## src/rtl/wb_stream_fetcher.sv

```systemverilog
// Wishbone burst-read fetcher: streams a memory buffer through a FWFT FIFO,
// configured and monitored through a small Wishbone register slave.
//
// state   | meaning
// IDLE    | no transfer in progress; waiting for a start strobe
// WAIT    | words remain; waiting until the FIFO can absorb the next burst
// BURST   | bus cycle active; one FIFO push per acknowledged beat
module wb_stream_fetcher #(
    parameter int WB_AW         = 32,
    parameter int WB_DW         = 32,
    parameter int FIFO_AW       = 5,
    parameter int MAX_BURST_LEN = 128
) (
    input  logic                 clk,
    input  logic                 rst_n,
    output logic [WB_AW-1:0]     wbm_adr_o,
    output logic [WB_DW/8-1:0]   wbm_sel_o,
    output logic                 wbm_cyc_o,
    output logic                 wbm_stb_o,
    output logic [2:0]           wbm_cti_o,
    output logic [1:0]           wbm_bte_o,
    input  logic [WB_DW-1:0]     wbm_dat_i,
    input  logic                 wbm_ack_i,
    input  logic                 wbm_err_i,
    input  logic [WB_AW-1:0]     wbs_adr_i,
    input  logic [WB_DW-1:0]     wbs_dat_i,
    input  logic [WB_DW/8-1:0]   wbs_sel_i,
    input  logic                 wbs_we_i,
    input  logic                 wbs_cyc_i,
    input  logic                 wbs_stb_i,
    output logic [WB_DW-1:0]     wbs_dat_o,
    output logic                 wbs_ack_o,
    output logic                 wbs_err_o,
    output logic [WB_DW-1:0]     stream_m_data_o,
    output logic                 stream_m_valid_o,
    input  logic                 stream_m_ready_i,
    output logic                 irq_o
);

    localparam int WSB    = WB_DW / 8;
    localparam int WSB_LG = (WSB > 1) ? $clog2(WSB) : 0;
    localparam int DEPTH  = 2 ** FIFO_AW;

    localparam logic [1:0] S_IDLE  = 2'd0;
    localparam logic [1:0] S_WAIT  = 2'd1;
    localparam logic [1:0] S_BURST = 2'd2;

    localparam logic [WB_DW-1:0]   ONE     = WB_DW'(1);
    localparam logic [WB_DW-1:0]   MAX_LEN = WB_DW'(MAX_BURST_LEN);
    localparam logic [WB_DW-1:0]   DEPTH_W = WB_DW'(DEPTH);
    localparam logic [FIFO_AW:0]   DEPTH_F = (FIFO_AW + 1)'(DEPTH);

    logic               circular, irq_en, done, err_flag;
    logic [WB_AW-1:0]   start_addr, base_addr, cur_addr;
    logic [WB_DW-1:0]   buf_size, burst_size, burst_lat;
    logic [WB_DW-1:0]   total, remaining, beats_left, len_full, buf_words;
    logic [31:0]        word_count;
    logic [1:0]         state;

    logic [WB_DW-1:0]   mem [DEPTH];
    logic [FIFO_AW-1:0] wr_ptr, rd_ptr;
    logic [FIFO_AW:0]   fifo_count, fifo_free;

    logic               cfg_req, cfg_hit, cfg_wr, busy, start_ok, push, pop;
    logic [2:0]         reg_sel;
    logic [WB_DW-1:0]   wmask, rdata;

    function automatic logic [WB_DW-1:0] merge(input logic [WB_DW-1:0] old_v,
                                               input logic [WB_DW-1:0] new_v,
                                               input logic [WB_DW-1:0] mask);
        return (old_v & ~mask) | (new_v & mask);
    endfunction

    assign cfg_req   = wbs_cyc_i & wbs_stb_i & ~wbs_ack_o;
    assign cfg_hit   = ((wbs_adr_i >> 5) == '0) && (wbs_adr_i[1:0] == 2'b00);
    assign reg_sel   = wbs_adr_i[4:2];
    assign cfg_wr    = cfg_req & wbs_we_i & cfg_hit;
    assign busy      = (state != S_IDLE);
    assign buf_words = buf_size >> WSB_LG;
    assign start_ok  = cfg_wr && (reg_sel == 3'd0) && wbs_sel_i[0] && wbs_dat_i[0]
                       && !busy && (buf_words != '0);
    assign wbs_err_o = 1'b0;

    always_comb begin
        wmask = '0;
        for (int i = 0; i < WSB; i++) wmask[i*8 +: 8] = {8{wbs_sel_i[i]}};
    end

    always_comb begin
        rdata = '0;
        if (cfg_hit) begin
            case (reg_sel)
                3'd0: begin rdata[1] = circular; rdata[2] = irq_en; end
                3'd1: rdata = WB_DW'(start_addr);
                3'd2: rdata = buf_size;
                3'd3: rdata = burst_size;
                3'd4: begin rdata[0] = busy; rdata[1] = done; rdata[2] = err_flag; end
                3'd5: rdata = WB_DW'(word_count);
                default: rdata = '0;
            endcase
        end
    end

    // Next burst length: requested size clamped by bus limit, FIFO depth and what is left.
    always_comb begin
        len_full = (burst_lat == '0) ? ONE : burst_lat;
        if (len_full > MAX_LEN)   len_full = MAX_LEN;
        if (len_full > DEPTH_W)   len_full = DEPTH_W;
        if (len_full > remaining) len_full = remaining;
    end

    assign fifo_free = DEPTH_F - fifo_count;
    assign push      = (state == S_BURST) & wbm_ack_i & ~wbm_err_i;
    assign pop       = stream_m_valid_o & stream_m_ready_i;

    assign wbm_cyc_o = (state == S_BURST);
    assign wbm_stb_o = (state == S_BURST);
    assign wbm_sel_o = {WSB{state == S_BURST}};
    assign wbm_adr_o = cur_addr;
    assign wbm_bte_o = 2'b00;
    assign wbm_cti_o = (state != S_BURST) ? 3'b000 :
                       (beats_left == ONE) ? 3'b111 : 3'b010;

    always_ff @(posedge clk or negedge rst_n) begin
        if (!rst_n) begin
            state      <= S_IDLE;
            circular   <= 1'b0;
            irq_en     <= 1'b0;
            done       <= 1'b0;
            err_flag   <= 1'b0;
            start_addr <= '0;
            base_addr  <= '0;
            cur_addr   <= '0;
            buf_size   <= '0;
            burst_size <= '0;
            burst_lat  <= '0;
            total      <= '0;
            remaining  <= '0;
            beats_left <= '0;
            word_count <= '0;
            wbs_ack_o  <= 1'b0;
            wbs_dat_o  <= '0;
            irq_o      <= 1'b0;
        end else begin
            wbs_ack_o <= cfg_req;
            wbs_dat_o <= cfg_req ? rdata : '0;
            irq_o     <= irq_en & (done | err_flag);

            if (cfg_wr) begin
                case (reg_sel)
                    3'd0: if (wbs_sel_i[0]) begin
                        circular <= wbs_dat_i[1];
                        irq_en   <= wbs_dat_i[2];
                    end
                    3'd1: start_addr <= WB_AW'(merge(WB_DW'(start_addr), wbs_dat_i, wmask));
                    3'd2: buf_size   <= merge(buf_size, wbs_dat_i, wmask);
                    3'd3: burst_size <= merge(burst_size, wbs_dat_i, wmask);
                    3'd4: if (wbs_sel_i[0]) begin
                        if (wbs_dat_i[1]) done     <= 1'b0;
                        if (wbs_dat_i[2]) err_flag <= 1'b0;
                    end
                    default: ;
                endcase
            end

            if (start_ok)  word_count <= '0;
            else if (pop)  word_count <= word_count + 32'd1;

            // Flag set below follows the W1C above so a same-cycle event is not lost.
            case (state)
                S_IDLE: if (start_ok) begin
                    base_addr <= start_addr;
                    cur_addr  <= start_addr;
                    total     <= buf_words;
                    remaining <= buf_words;
                    burst_lat <= burst_size;
                    state     <= S_WAIT;
                end
                S_WAIT: if ({{(WB_DW-FIFO_AW-1){1'b0}}, fifo_free} >= len_full) begin
                    beats_left <= len_full;
                    state      <= S_BURST;
                end
                S_BURST: begin
                    if (wbm_err_i) begin
                        err_flag <= 1'b1;
                        state    <= S_IDLE;
                    end else if (wbm_ack_i) begin
                        cur_addr   <= cur_addr + WB_AW'(WSB);
                        remaining  <= remaining - ONE;
                        beats_left <= beats_left - ONE;
                        if (beats_left == ONE) begin
                            if (remaining != ONE) begin
                                state <= S_WAIT;
                            end else if (circular) begin
                                cur_addr  <= base_addr;
                                remaining <= total;
                                state     <= S_WAIT;
                            end else begin
                                done  <= 1'b1;
                                state <= S_IDLE;
                            end
                        end
                    end
                end
                default: state <= S_IDLE;
            endcase
        end
    end

    always_ff @(posedge clk or negedge rst_n) begin
        if (!rst_n) begin
            wr_ptr     <= '0;
            rd_ptr     <= '0;
            fifo_count <= '0;
        end else begin
            if (push) wr_ptr <= wr_ptr + 1'b1;
            if (pop)  rd_ptr <= rd_ptr + 1'b1;
            case ({push, pop})
                2'b10:   fifo_count <= fifo_count + 1'b1;
                2'b01:   fifo_count <= fifo_count - 1'b1;
                default: fifo_count <= fifo_count;
            endcase
        end
    end

    always_ff @(posedge clk) begin
        if (push) mem[wr_ptr] <= wbm_dat_i;
    end

    assign stream_m_valid_o = (fifo_count != '0);
    assign stream_m_data_o  = stream_m_valid_o ? mem[rd_ptr] : '0;

endmodule
```

## config.mk

```make
export PLATFORM = sky130hd
export DESIGN_NAME = wb_stream_fetcher
export DESIGN_NICKNAME = d
export VERILOG_FILES = /design/src/rtl/wb_stream_fetcher.sv
export SDC_FILE = /design/constraint.sdc
export NUM_CORES = 2
export LEC_CHECK = 0
export BUFFER_PORTS_ARGS = -buffer_cell sky130_fd_sc_hd__buf_2
export CAP_MARGIN = 20
export CORE_AREA = 2 2 452 454
export DETAILED_ROUTE_END_ITERATION = 7
export DIE_AREA = 0 0 454 456
export PLACE_DENSITY = 0.52
export SETUP_SLACK_MARGIN = 0.1
export SYNTH_ARGS = -nofsm -noshare
export SYNTH_HDL_FRONTEND = slang
export SYNTH_SLANG_ARGS = --single-unit
```

## constraint.sdc

```tcl
create_clock -name clk -period 14.8 [get_ports clk]
set_input_delay 0 -clock clk [delete_from_list [all_inputs] [get_ports clk]]
set_output_delay 0 -clock clk [all_outputs]
set_load 0.005 [all_outputs]
```

==> results.cfg <==
[run]
drv_cap = 0

[final_layout]
drive_gt1_share_pct = 24.03
layout_common_cells = edfxtp_1 (1024), nand2_1 (425), dfrtp_1 (369), mux4_2 (320), buf_2 (214)
final_area_sq_mm = 0.06887
stdcell_count = 6761
syn_to_final_growth_pct = 18.25
num-fill-cells = 19220
fin_util_pct = 34.15
layout_commonest_cell = edfxtp_1
nNetsFinal = 4132

[clock_tree]
clock-sinks = 1398
htree_levels = 4
clkTransAtPathRegs_ps = 60
post_cts_buffers = 0
insertion_delay_ps = 800
cts_buffers = 152
ctsRootBufferMaster = clkbuf_16
ctsResizeCount = 0
clock_path_buffers = 3
cts_tree = yes

[sta]
hold_violations = 0
rsz0062_at_grt = no
period_share_pct = 41.24
slew_headroom_pct = 27.74
fmax_mhz = 163.8
finalSetupTns_ps = 0
final-setup-viol-count = 0
final.min_clock_period_ps = 6103
maxSlewViolCount = 0
skew_ps = 68.58
tightestPinTransition_ps = 1084

[power]
vdd.ir_drop.worst_uv = 150.9
power.density_mw_per_mm2 = 160.6
pwr-share-comb_pct = 23.6
p_sw_mw = 3.263
switching_share_pct = 29.50
power.leakage_nw = 24.60
intPower_mw = 7.798
pwr-share-clk_pct = 34.4
p_seq_share_pct = 42.0

[die]
core_area_sq_mm = 0.2017
initial_core_util_pct = 28.88
ios = 219
die_h_um = 456
die_w_um = 454
std_cell_rows = 165
die-area_sq_mm = 0.2070

[yosys]
netlist_instances = 3609
syn_area_sq_mm = 0.05825
ys.warnings.count = 0
ys_ff_latch = 1398
ys_async_sr_fraction_pct = 26.75
syn_avg_cell_area_sq_um = 16.14
synth_flop_cell = edfxtp_1
ys_types = 74
synth_edf_count = 1024
yosysSeqAreaShare_pct = 68.86

[place]
hpwlAfterDp_mm = 98.74
placed_area_sq_mm = 0.06278
routabilityCongestion = 0.8442
port_buffers = 215
dp.cells = 6385

[route]
vias_per_cell = 5.012
drc_errors = 0
drt-pass1-iter-count = 7
drt.antenna.violating_nets = 0
routed_wl_mm = 169.4
vias = 33880
drtIter0Drc = 3312
avgRoutedWirePerCell_um = 25.05

[global_route]
antenna_found_initial = 9
grt_max_degree = 150
overflow = 0
grt_pass1_vias = 34790
grt_first_pass_wirelength_mm = 247.5
track_usage_pct = 16.22

[worst_setup_path]
crit_chain = or4_1 -> nor3_1 -> nor2_1 -> a21o_1 -> and3_1 -> ha_1 -> nand4_1 -> nor4_1 -> o21ai_0 -> nand4_1 -> a22o_1 -> buf_4 -> mux2i_1 -> ha_1 -> a211oi_1 -> o31ai_1 -> nand3b_1 -> a21oi_4 -> nor2_1 -> buf_4 -> o41ai_1
cp.arrival_ps = 6760
crit_path_start_kind = register
crit_type = register to register
critPathRequiredTime_ps = 15460
crit_path_end_kind = register
critPathMaxStageDelay_ps = 630
worst_path_max_delay_cell = a21oi_4
cp_top_family = compound AO/OA/AOI/OAI gates
cp_max_fo = 25
worst-path-buf-inv = 2

[min_path]
hp-class = primary input to register

[outcome]
status = completed
## power groups by stage
stage               combinational [mW]  clock, mW  sequential [mW]
floorplan                         1.89          0             4.51
global placement                  2.63          0             4.73
detailed placement                2.64          0             4.73
CTS                               2.67       3.90             4.65
global route                      2.83       4.05             4.67
finish                            2.61       3.81             4.65
## worst reg2reg max path: cells and delay by family (launching register included)
family,cells,cell delay (ps)
simple gates,9,2100
fa+ha+maj,2,500
flops,1,380
buf+inv,2,570
compound gates,7,2140
mux,1,340
## cell type report
class                      instances  area [sq um]  share of cell area [%]
antenna                            2         5.005                0.007267
clock buffer                     197          4124                   5.988
clock inverter                    77         925.9                   1.344
inverter                          60         225.2                  0.3270
multi-input combinational       1975         17470                   25.37
sequential                      1398         40130                   58.26
tap                             2672          3343                   4.854
timing repair buffer             380          2650                   3.848
## Yosys cell counts, types with 43 or more instances
master,number,area [sq um]
edfxtp_1,1024,30750
nor2_1,192,720.7
o21ai_0,109,545.5
mux2_2,102,1149
nand2_1,427,1603
a21oi_1,132,660.6
a22oi_1,68,510.5
dfrtp_1,374,9359
clkbuf_1,143,536.8
inv_1,58,217.7
nor4_1,43,269.0
ha_1,56,700.7
mux4_2,320,7207
## flip-flops by register name, indices dropped and copies added, names as in the netlist, named ones only
register    count
mem          1024
wbs_ack_o       1
word_count     32
beats_left     32
total          30
err_flag        1
burst_lat      32
wbm_adr_o      32
wbs_dat_o      32
rd_ptr          5
wr_ptr          5
remaining      32
base_addr      32
circular        1
irq_en          1
irq_o           1
fifo_count      6
done            1
state           2
## what timing repair did
item,CTS,global route
hold buffers,99,0
setup endpoints to repair,0,0
endpoints found under the hold margin,1280,0
## cell families (layout without fill, tap and decap cells)
kind of cell / after synthesis / in the layout / share of synthesized area, %
AO/OA/AOI/OAI: 482 / 482 / 5.239
other: 1 / 31 / 0.006438
multiplexers: 463 / 463 / 15.05
adder cells (fa/ha/maj): 57 / 57 / 1.237
AND/OR/NAND/NOR: 876 / 876 / 6.756
XOR/XNOR: 68 / 68 / 1.023
buffers and inverters: 264 / 714 / 1.828
flip-flops: 1398 / 1398 / 68.86
## final timing paths
path | from | end | slack (ps) | depth (start not counted)
worst max-delay path | burst_lat[1]$_DFFE_PN0P_ | beats_left[18]$_DFFE_PN0P_ | 8700 | 21
max in group asynchronous | rst_n | rd_ptr[0]$_DFFE_PN0P_ | 12690 | 5
worst min register to register | total[4]$_DFFE_PN0P_ | total[4]$_DFFE_PN0P_ | 470 | 2
worst max register to register | burst_lat[1]$_DFFE_PN0P_ | beats_left[18]$_DFFE_PN0P_ | 8700 | 21
worst min-delay path | wbs_dat_i[15] | register | 70 | 3
min in group asynchronous | rst_n | wbm_adr_o[21]$_DFFE_PN0P_ | 400 | 4
## per-stage QoR
stage | hold slack [ps] | worst slack [ps] | power [mW]
finish | 67.32 | 8697 | 11.06
floorplan | -295.6 | 9417 | 6.402
detailed placement | 117.5 | 8758 | 7.367
CTS | 3.211 | 8734 | 11.22
global route | 26.81 | 8293 | 11.55
global placement | 114.8 | 8808 | 7.360
## metal layers
layer / GRT usage (%) / part of all wire (%)
met5: 0 / 0.032
met1: 22.21 / 44
met2: 26.72 / 49
met4: 4.590 / 2.4
met3: 2.353 / 4.8
(Power assumes the default switching activity.)
